$ cat src/rtl/sdram_read_master_pkg.sv
// rtl/sdram_read_master_pkg.sv - shared types and width helpers for the SDRAM read master
// Purpose: state enum for the read-master FSM and constant functions that derive
//          bytes-per-word and the address-increment shift from DATA_WIDTH.
package sdram_read_master_pkg;

  typedef enum logic [1:0] {
    IDLE  = 2'd0,
    RUN   = 2'd1,
    DRAIN = 2'd2,
    FLUSH = 2'd3
  } rm_state_e;

  function automatic int bytes_of(input int data_width);
    return data_width / 8;
  endfunction

  function automatic int addr_shift_of(input int data_width);
    return $clog2(data_width / 8);
  endfunction

endpackage

$ cat src/rtl/sdram_rm_fifo.sv
// rtl/sdram_rm_fifo.sv - show-ahead word FIFO for the SDRAM read master
// Purpose: synchronous show-ahead FIFO, DATA_WIDTH x FIFO_DEPTH.
// Ports:
//   clk, reset     clock, asynchronous active-high reset
//   push_i/data_i  write one word (caller guarantees free space)
//   pop_i          drop the head word; ignored when empty
//   flush_i        empty the FIFO; dominates push and pop
//   used_o         words currently held
//   empty_o        no words held
//   head_o         current head word, zero while empty
module sdram_rm_fifo #(
  parameter int DATA_WIDTH = 16,
  parameter int FIFO_DEPTH = 32,
  localparam int AW = $clog2(FIFO_DEPTH),
  localparam int CW = AW + 1
) (
  input  logic                  clk,
  input  logic                  reset,
  input  logic                  push_i,
  input  logic [DATA_WIDTH-1:0] push_data_i,
  input  logic                  pop_i,
  input  logic                  flush_i,
  output logic [CW-1:0]         used_o,
  output logic                  empty_o,
  output logic [DATA_WIDTH-1:0] head_o
);

  logic [DATA_WIDTH-1:0] mem_q [FIFO_DEPTH];
  logic [AW-1:0]         rd_ptr_q, wr_ptr_q;
  logic [CW-1:0]         used_q;
  logic                  do_pop;

  assign empty_o = (used_q == '0);
  assign do_pop  = pop_i && !empty_o;
  assign used_o  = used_q;
  // Head is forced to zero while empty so the output is clean after reset/flush.
  assign head_o  = empty_o ? '0 : mem_q[rd_ptr_q];

  always_ff @(posedge clk or posedge reset) begin
    if (reset) begin
      rd_ptr_q <= '0;
      wr_ptr_q <= '0;
      used_q   <= '0;
    end else if (flush_i) begin
      rd_ptr_q <= '0;
      wr_ptr_q <= '0;
      used_q   <= '0;
    end else begin
      if (push_i) wr_ptr_q <= wr_ptr_q + AW'(1);
      if (do_pop) rd_ptr_q <= rd_ptr_q + AW'(1);
      case ({push_i, do_pop})
        2'b10:   used_q <= used_q + CW'(1);
        2'b01:   used_q <= used_q - CW'(1);
        default: used_q <= used_q;
      endcase
    end
  end

  always_ff @(posedge clk) begin
    if (push_i && !flush_i) mem_q[wr_ptr_q] <= push_data_i;
  end

endmodule

$ cat src/rtl/sdram_read_master.sv
// rtl/sdram_read_master.sv - Avalon-MM pipelined block read master with show-ahead FIFO
// Purpose: streams a block of SDRAM words to a user pop port, optional circular repeat, abort.
// Optional feature macro: SDRAM_READ_MASTER_CIRCULAR_EN (circular re-read of the region).
// Ports:
//   clk, reset                    clock, asynchronous active-high reset
//   control_*                     block setup (base, length in bytes, fixed, circular),
//                                 go/abort pulses, done / early_done status
//   user_read_buffer              pop the FIFO head
//   user_buffer_output_data       FIFO head (show-ahead), user_data_available = not empty
//   master_*                      Avalon-MM pipelined read master
module sdram_read_master
  import sdram_read_master_pkg::*;
#(
  parameter int DATA_WIDTH = 16,
  parameter int ADDR_WIDTH = 32,
  parameter int LEN_WIDTH  = 32,
  parameter int FIFO_DEPTH = 32
) (
  input  logic                    clk,
  input  logic                    reset,
  input  logic                    control_fixed_location,
  input  logic [ADDR_WIDTH-1:0]   control_read_base,
  input  logic [LEN_WIDTH-1:0]    control_read_length,
  input  logic                    control_circular,
  input  logic                    control_go,
  input  logic                    control_abort,
  output logic                    control_done,
  output logic                    control_early_done,
  input  logic                    user_read_buffer,
  output logic [DATA_WIDTH-1:0]   user_buffer_output_data,
  output logic                    user_data_available,
  output logic [ADDR_WIDTH-1:0]   master_address,
  output logic                    master_read,
  output logic [DATA_WIDTH/8-1:0] master_byteenable,
  input  logic [DATA_WIDTH-1:0]   master_readdata,
  input  logic                    master_waitrequest,
  input  logic                    master_readdatavalid
);

  localparam int BYTES = bytes_of(DATA_WIDTH);
  localparam int SHIFT = addr_shift_of(DATA_WIDTH);
  localparam int CW    = $clog2(FIFO_DEPTH) + 1;
  localparam logic [LEN_WIDTH-1:0]  LEN_STEP     = LEN_WIDTH'(BYTES);
  localparam logic [LEN_WIDTH-1:0]  LEN_MASK     = ~(LEN_STEP - LEN_WIDTH'(1));
  localparam logic [ADDR_WIDTH-1:0] ADDR_STEP    = ADDR_WIDTH'(1) << SHIFT;
  localparam logic [CW:0]           INFLIGHT_MAX = (CW+1)'(FIFO_DEPTH);

  rm_state_e              state_q, state_d;
  logic [ADDR_WIDTH-1:0]  addr_q, addr_d, base_q;
  logic [LEN_WIDTH-1:0]   remaining_q, remaining_d, len_q, len_trunc;
  logic [CW-1:0]          pending_q, pending_d, fifo_used;
  logic [CW:0]            inflight;
  logic                   stall_q, stall_d, fixed_q, circ_en;
  logic                   fifo_empty, accept, abort_now, go_now;

  assign len_trunc = control_read_length & LEN_MASK;
  assign go_now    = (state_q == IDLE) && control_go;
  assign abort_now = control_abort && ((state_q == RUN) || (state_q == DRAIN));
  assign accept    = master_read && !master_waitrequest;
  // Reads in flight plus words buffered; capping this at FIFO_DEPTH reserves a slot per read.
  assign inflight  = {1'b0, pending_q} + {1'b0, fifo_used};

`ifdef SDRAM_READ_MASTER_CIRCULAR_EN
  logic circ_q;
  always_ff @(posedge clk or posedge reset) begin
    if (reset)       circ_q <= 1'b0;
    else if (go_now) circ_q <= control_circular;
  end
  assign circ_en = circ_q;
`else
  logic unused_circular;
  assign unused_circular = control_circular;
  assign circ_en = 1'b0;
`endif

  always_comb begin
    master_read = 1'b0;
    case (state_q)
      RUN:     master_read = (remaining_q != '0) && (inflight < INFLIGHT_MAX);
      FLUSH:   master_read = stall_q;  // a stalled read must stay up until accepted
      default: master_read = 1'b0;
    endcase
  end

  always_comb begin
    state_d     = state_q;
    addr_d      = addr_q;
    remaining_d = remaining_q;
    stall_d     = stall_q;
    case (state_q)
      IDLE: begin
        if (control_go) begin
          addr_d      = control_read_base;
          remaining_d = len_trunc;
          if (len_trunc != '0) state_d = RUN;
        end
      end
      RUN: begin
        if (accept) begin
          if (!fixed_q) addr_d = addr_q + ADDR_STEP;
          remaining_d = remaining_q - LEN_STEP;
          if (remaining_q == LEN_STEP) begin
            // Last word of the region: reload in the same cycle so circular mode has no gap.
            if (circ_en) begin
              addr_d      = base_q;
              remaining_d = len_q;
            end else begin
              state_d = DRAIN;
            end
          end
        end
        if (control_abort) begin
          state_d = FLUSH;
          stall_d = master_read && master_waitrequest;
        end
      end
      DRAIN: begin
        if (control_abort) begin
          state_d = FLUSH;
          stall_d = 1'b0;
        end else if ((pending_q == '0) && fifo_empty) begin
          state_d = IDLE;
        end
      end
      FLUSH: begin
        if (accept) stall_d = 1'b0;
        if ((pending_q == '0) && !stall_q) state_d = IDLE;
      end
      default: state_d = IDLE;
    endcase
  end

  always_comb begin
    pending_d = pending_q;
    if (accept && !master_readdatavalid)      pending_d = pending_q + CW'(1);
    else if (!accept && master_readdatavalid) pending_d = pending_q - CW'(1);
  end

  always_ff @(posedge clk or posedge reset) begin
    if (reset) begin
      state_q     <= IDLE;
      addr_q      <= '0;
      remaining_q <= '0;
      pending_q   <= '0;
      stall_q     <= 1'b0;
      base_q      <= '0;
      len_q       <= '0;
      fixed_q     <= 1'b0;
    end else begin
      state_q     <= state_d;
      addr_q      <= addr_d;
      remaining_q <= remaining_d;
      pending_q   <= pending_d;
      stall_q     <= stall_d;
      if (go_now) begin
        base_q  <= control_read_base;
        len_q   <= len_trunc;
        fixed_q <= control_fixed_location;
      end
    end
  end

  sdram_rm_fifo #(
    .DATA_WIDTH (DATA_WIDTH),
    .FIFO_DEPTH (FIFO_DEPTH)
  ) u_fifo (
    .clk         (clk),
    .reset       (reset),
    .push_i      (master_readdatavalid && (state_q != FLUSH)),
    .push_data_i (master_readdata),
    .pop_i       (user_read_buffer),
    .flush_i     (abort_now || (state_q == FLUSH)),
    .used_o      (fifo_used),
    .empty_o     (fifo_empty),
    .head_o      (user_buffer_output_data)
  );

  assign user_data_available = !fifo_empty;
  assign master_address      = addr_q;
  assign master_byteenable   = '1;
  assign control_done        = (state_q == IDLE);
  assign control_early_done  = (state_q == IDLE) || (state_q == DRAIN);

endmodule

$ cat config.mk
export PLATFORM = sky130hd
export DESIGN_NAME = sdram_read_master
export DESIGN_NICKNAME = d
export VERILOG_FILES = /design/src/rtl/sdram_read_master_pkg.sv /design/src/rtl/sdram_rm_fifo.sv /design/src/rtl/sdram_read_master.sv
export SDC_FILE = /design/constraint.sdc
export NUM_CORES = 1
export LEC_CHECK = 0
export ABC_AREA = 0
export CAP_MARGIN = 20
export CORE_MARGIN = 5
export CORE_UTILIZATION = 50
export DETAILED_ROUTE_END_ITERATION = 16
export GPL_TIMING_DRIVEN = 0
export PLACE_DENSITY = 0.69
export SLEW_MARGIN = 0
export SYNTH_ARGS = -nofsm -noshare
export SYNTH_HDL_FRONTEND = slang
export SYNTH_SLANG_ARGS = --single-unit
$ cat constraint.sdc
create_clock -name clk -period 4.4 [get_ports clk]
set_input_delay 1.1 -clock clk [delete_from_list [all_inputs] [get_ports clk]]
set_output_delay 1.1 -clock clk [all_outputs]
set_load 0.02 [all_outputs]
==> flow_summary.json, run 1 <==
{
  "status": "finished, final reports clean",
  "synth_edf_count": 512,
  "place_congestion": 0.888,
  "wl_per_cell_um": 26.4,
  "cp_cell_sequence": "buf_4 > clkbuf_4 > mux4_2 > mux4_2 > mux2i_1 > nor2_1 > dlygate4sd2_1",
  "fill_cells": 3622,
  "drv_slew": 0,
  "holdWs_ns": 0.520,
  "crit_cells": 7,
  "comb_power_share": 0.303,
  "die_w_um": 235,
  "cts_inserted_buffers": 60,
  "cts_tree": "yes",
  "drt_iter0_drc": 1664,
  "detail_route.wirelength_um": 63200,
  "clock_skew_ns": 0.0140,
  "reg2reg_depth": 16,
  "rsz0062_at_grt": "true",
  "final_area_um2": 30400,
  "ys_async_sr_fraction": 0.148,
  "n_antenna_cell": 0,
  "viasPerCell": 6.18,
  "placed_area_um2": 28200,
  "grt_pass1_vias": 14749,
  "core-area_um2": 50200,
  "drive_gt1_frac": 0.220,
  "drtPass1Iterations": 5,
  "grt.overflow.total": 0,
  "syn_to_final_growth_pct": 19.8,
  "path_clk_slew_ns": 0.06,
  "crit_top_cell": "mux4_2",
  "p_sw_w": 0.00564,
  "synth.distinct_cells": 78,
  "portBuffers": 138,
  "leakage_nw": 9.89,
  "nNetsFinal": 1788,
  "synth_warnings": 0,
  "clkPwrFrac": 0.280,
  "power.share.switching": 0.328,
  "power_per_cell_area_nw_per_um2": 567,
  "clockBufferDepth": 3,
  "critPathMaxFanout": 10,
  "min_period_ns": 4.36,
  "slowest_stage": "mux4_2",
  "cap_violations": 0,
  "final_cell_mix": "edfxtp_1 (512), mux4_2 (160), clkdlybuf4s50_1 (122), nor2_1 (89), dfrtp_1 (88)",
  "whs_path_depth": 1,
  "hold_viol": 0,
  "htreeDepth": 2,
  "track_usage": 0.223,
  "syn_area_per_cell_um2": 17.7,
  "io_pins": 143,
  "grt_max_degree": 61,
  "vdd_ir_drop_max_mv": 0.358,
  "start_kind": "flop",
  "grt_pass1_wl_um": 93700,
  "arrival_ns": 3.26,
  "multiInputGateArea_um2": 7440,
  "dieArea_um2": 55300,
  "critPathBufInv": 3,
  "cts_root_buf": "clkbuf_16",
  "synth_area_um2": 25300,
  "path_delay_family": "multiplexers",
  "final_common_cell": "edfxtp_1",
  "post_cts_buffers": 0,
  "final-setup-viol-count": 0,
  "tightest_slew_ns": 0.980,
  "synth_flop_cell": "edfxtp_1",
  "dr_total_vias": 14782,
  "antenna_found_initial": 1,
  "yosysSeqAreaShare": 0.695,
  "hpwl_um": 42800,
  "synthCells": 1435,
  "antenna_left": 0,
  "rows": 82,
  "p_int_w": 0.0116,
  "crit_required_ns": 3.30,
  "endpoint_kind": "output port",
  "max_freq_mhz": 229,
  "p_seq_frac": 0.417,
  "max_stage_delay_ns": 0.54,
  "ys_seq_elements": 601,
  "start_util": 0.505,
  "finalCritPeriodShare": 0.991,
  "clkSinkCount": 601,
  "clock_latency_ns": 0.64,
  "drcViolationCount": 0,
  "fp.dieH_um": 235,
  "worstSetupPathType": "reg2out",
  "max-slew-margin-rel": 0.346,
  "seq_area_um2": 17600,
  "hp-class": "reg2reg"
}
[metal layers]
| layer | routed length (um) | GRT usage | share of wire |
|---|---|---|---|
| met3 | 5850 | 0.0511 | 0.092 |
| met5 | 0 | 0 | 0 |
| met2 | 29700 | 0.345 | 0.47 |
| met4 | 1730 | 0.0704 | 0.027 |
| met1 | 25900 | 0.320 | 0.41 |
[repair_timing]
item	CTS	global route
setup endpoints to repair	17	16
pin swaps	0	0
gates cloned	0	0
gates resized for setup	110	17
hold buffers	0	0
[registers in the layout (all words and copies together), names as in the netlist]
name and cells:
fixed_q 1, u_fifo.wr_ptr_q 5, u_fifo.rd_ptr_q 5, stall_q 1, state_q 2, u_fifo.used_o 6
remaining_q 31, pending_q 6, master_address 32, u_fifo.mem_q 512
[Yosys cell counts, drive strengths merged (5+ instances only)]
cell type    n  share of area
ha          27          0.013
a32oi        5         0.0017
xor2        17         0.0059
mux2i       20         0.0079
o211ai       6         0.0018
a21oi       26         0.0060
inv         15         0.0022
nor2       122          0.018
nand4       18         0.0044
or4         10         0.0031
edfxtp     512           0.61
and3        13         0.0032
a22oi        9         0.0027
or3          6         0.0017
o22ai       15         0.0037
xnor2       12         0.0041
buf         25         0.0055
mux4       160           0.14
a311oi       8         0.0028
o311ai       6         0.0021
nor3        26         0.0053
a221o        7         0.0028
nand3b       6         0.0018
a211oi      13         0.0041
nand2       60         0.0089
nor4        21         0.0057
a21o         9         0.0027
nand3       25         0.0051
and4         6         0.0021
o21ai       30         0.0059
dfrtp       89          0.088
clkbuf      50         0.0074
[cell type report]
class / instances / area share
clock inverters: 42 / 0.0100
well taps: 672 / 0.0277
plain buffers: 73 / 0.0162
multi-input cells: 745 / 0.245
flip-flops and latches: 601 / 0.580
clock buffers: 69 / 0.0512
repair buffers: 174 / 0.0679
inverters: 15 / 0.00194
[logic make-up after synthesis]
kind of cell    synth area share
flops                      0.695
mux                        0.151
buf+inv                   0.0151
compound gates            0.0483
xor+xnor                  0.0100
other cells             0.000148
fa+ha+maj                 0.0149
simple gates              0.0652
[final timing paths]
path                                    start                           to  slack, ns
min in group asynchronous               reset                 pending_q[1]       0.83
hold / removal                   pending_q[5]                 pending_q[5]       0.52
setup / recovery           u_fifo.rd_ptr_q[1]  user_buffer_output_data[14]       0.04
max in group asynchronous               reset            master_address[2]       2.90
setup reg to reg               remaining_q[3]                 pending_q[5]       0.33
hold reg to reg                  pending_q[5]                 pending_q[5]       0.52
[power by group through the flow]
stage | combinational [W] | sequential, W | clock, W
detailed placement | 0.00512 | 0.00726 | 0
CTS | 0.00515 | 0.00716 | 0.00489
floorplan | 0.00307 | 0.00730 | 0
global route | 0.00556 | 0.00724 | 0.00515
finish | 0.00521 | 0.00717 | 0.00482
global placement | 0.00498 | 0.00724 | 0
[stage by stage]
stage          setup TNS [ns]  total power (W)  instances  setup WS, ns  utilization
2_1_floorplan               0           0.0104       1436         0.760            -
3_3_place_gp           -81.53           0.0122       2246        -0.700        0.549
3_5_place_dp           -10.66           0.0124       2275        -0.713        0.561
4_1_cts               -0.0243           0.0172       2384       -0.0131        0.601
5_1_grt                -0.107           0.0179       2391       -0.0300        0.605
6_report                    0           0.0172       2391        0.0392        0.605
Power figures use the tool's default switching activity.
==> inputs of run 2 (changes only) <==
CELL_PAD_IN_SITES_DETAIL_PLACEMENT = 2   (was unset)
CELL_PAD_IN_SITES_GLOBAL_PLACEMENT = 2   (was unset)
CORE_UTILIZATION = 45   (was 50)
PLACE_DENSITY = unset   (was 0.69)
PLACE_DENSITY_LB_ADDON = 0.1   (was unset)
SYNTH_HIERARCHICAL = 1   (was unset)
==> run 2 against run 1 <==
Non-clock buffer count grew 30. Synthesized area grew 1.8%. Sequential share of layout area shrank 1.7 points. Critical endpoint is now user_buffer_output_data[0]. Largest power group unchanged. Largest cell class unchanged.
==> flow_summary.json, run 2 <==
{
  "nNetsFinal": 1982,
  "max-slew-margin-rel": 0.268,
  "clock_latency_ns": 0.62,
  "min_from": "remaining_q[26]",
  "yosysSeqAreaShare": 0.682,
  "dr_total_vias": 16990,
  "drt_iter0_drc": 1591,
  "tightest_slew_ns": 1.10,
  "layout_setup_ws_ns": 0.0260,
  "synth_top_area_cell": "edfxtp_1",
  "place_congestion": 0.844,
  "yosysMostFrequentCell": "edfxtp_1",
  "clockBufferDepth": 3,
  "status": "finished, final reports clean",
  "synth_warnings": 6,
  "dieArea_um2": 62200,
  "drive_gt1_frac": 0.214,
  "cts_inserted_buffers": 68,
  "grt_pass1_wl_um": 132000,
  "ys_seq_elements": 601,
  "rrSetupSlack_ns": 0.28,
  "synth_edf_count": 512,
  "wl_per_cell_um": 34.1,
  "n_antenna_cell": 0,
  "path_clk_slew_ns": 0.06,
  "final_common_cell": "edfxtp_1",
  "yosys.area.top_type_share": 0.596,
  "viasPerCell": 6.36,
  "grt_pass1_vias": 18595,
  "cap_violations": 0,
  "min_period_ns": 4.37,
  "clock_skew_ns": 0.0189,
  "critPathMaxFanout": 10,
  "endpoint_kind": "output port",
  "netlist_top_cells_count": "edfxtp_1 (512), nor2_1 (116), mux4_2 (96)",
  "core-area_um2": 56600,
  "leakage_nw": 10.6,
  "place_inst": 2549,
  "track_usage": 0.288,
  "start_kind": "flop",
  "vdd_ir_drop_max_mv": 0.390,
  "cts_root_buf": "clkbuf_16",
  "grt_max_degree": 46,
  "synth_area_leaders": "edfxtp_1 (60%), dfrtp_1 (8.6%), mux4_2 (8.4%), mux2i_1 (2.4%), nor2_1 (1.7%)",
  "largest_reg_flops": 512,
  "holdWs_ns": 0.516,
  "start_util": 0.456,
  "io_pins": 143,
  "hpwl_um": 62600,
  "die_w_um": 249,
  "synth_area_um2": 25800,
  "clkSinkCount": 601,
  "drcViolationCount": 0,
  "placed_area_um2": 28900,
  "syn_to_final_growth_pct": 21.2,
  "final-setup-viol-count": 0,
  "drv_slew": 0,
  "reg2reg_depth": 19,
  "final_cell_mix": "edfxtp_1 (512), clkdlybuf4s50_1 (117), mux4_2 (96), dfrtp_1 (88), nor2_1 (84)",
  "synthCells": 1614,
  "synth_flop_cell": "edfxtp_1",
  "grt.overflow.total": 0,
  "detail_route.wirelength_um": 91200,
  "portBuffers": 138,
  "postCtsHoldBufs": 0,
  "drtPass1Iterations": 5,
  "syn_area_per_cell_um2": 16.0,
  "finalCritPeriodShare": 0.994,
  "max_freq_mhz": 229,
  "finalNonFillerCells": 2672,
  "antenna_found_initial": 1,
  "hold_viol": 0,
  "min_to": "remaining_q[26]",
  "cts_tree": "yes",
  "ys_async_sr_fraction": 0.148,
  "worstSetupPathType": "reg2out",
  "worst_r2r_endpoint": "pending_q[5]",
  "worstReg2RegStart": "state_q[1]",
  "fp.dieH_um": 249,
  "final_area_um2": 31300,
  "synth.distinct_cells": 82,
  "fill_cells": 5047,
  "crit_required_ns": 3.30,
  "rows": 87,
  "largest-register": "u_fifo/mem_q",
  "whs_path_depth": 1,
  "antenna_left": 0,
  "rsz0062_at_grt": "true",
  "arrival_ns": 3.27,
  "power_per_cell_area_nw_per_um2": 612,
  "pre_cts_ws_ns": -0.141,
  "hp-class": "reg2reg",
  "htreeDepth": 3
}
run 2: cell types whose count changed after synthesis, sizes merged, moves of 15 or more:
cell,delta
mux4,-64
mux2i,+43
a21oi,+31
buf,+30
o22ai,+29
a22o,+28
o221ai,+18
o22a,+15
run 2: metrics by stage:
step / TNS [ns] / total power, W / util
5_1_grt: -0.0314 / 0.0199 / 0.552
2_1_floorplan: 0 / 0.0110 / -
6_report: 0 / 0.0191 / 0.552
4_1_cts: -0.00159 / 0.0192 / 0.551
3_5_place_dp: -0.495 / 0.0137 / 0.511
3_3_place_gp: -144.78 / 0.0133 / 0.497
run 2: power breakdown:
group | internal (W) | leakage, nW | total (W) | switching [W]
clock | 0.00301 | 0.998 | 0.00542 | 0.00242
combinational | 0.00259 | 3.94 | 0.00642 | 0.00383
sequential | 0.00669 | 5.66 | 0.00729 | 0.000596
run 2: layout make-up:
type                            instances  area, um^2  share of cell area
Clock inverter                         30         235             0.00752
Multi-Input combinational cell        893        7830               0.250
Inverter                               26         100             0.00320
Clock buffer                           89        1820              0.0582
Buffer                                 95         597              0.0191
Tap cell                              756         946              0.0303
Timing Repair Buffer                  182        2140              0.0683
Sequential cell                       601       17600               0.563
run 2: worst max path at each step:
stage	start	slack, ns	endpoint	depth (start not counted)
2_1_floorplan	state_q[1]	0.88	pending_q[5]	18
3_3_place_gp	control_abort	-0.43	u_fifo/mem_q[2][14]	6
3_5_place_dp	u_fifo/rd_ptr_q[1]	-0.14	user_buffer_output_data[2]	8
4_1_cts	u_fifo/rd_ptr_q[2]	-0.002	user_buffer_output_data[12]	9
5_1_grt	u_fifo/rd_ptr_q[2]	-0.02	user_buffer_output_data[6]	9
6_report	u_fifo/rd_ptr_q[1]	0.03	user_buffer_output_data[0]	6
run 2: what timing repair did:
| item | CTS | global route |
|---|---|---|
| resized for setup | 76 | 13 |
| setup buffers | 2 | 0 |
| pin swaps | 4 | 0 |
| endpoints found under the setup margin | 18 | 12 |
run 2: worst max-delay path, stage by stage (launching register included):
cell	delay, ns
dfrtp_2	0.49
buf_1	0.53
mux4_2	0.45
a211o_1	0.39
nor2_1	0.29
nor3_2	0.14
dlygate4sd2_1	0.35
run 2: kinds of logic after synthesis:
group           after synthesis  synth area share
compound gates              337            0.0954
simple gates                342            0.0662
fa+ha+maj                    26            0.0129
flops                       601             0.682
xor+xnor                     18           0.00611
mux                         168             0.112
buf+inv                     121            0.0246
other cells                   1          0.000145
run 2: layer usage:
metal  part of all wire  vias up  global-route usage
li1                   -     7037                   -
met1               0.38     9062               0.355
met2               0.52      690               0.506
met3              0.057      199              0.0500
met4              0.044        2               0.119
met5            0.00014        -                   0
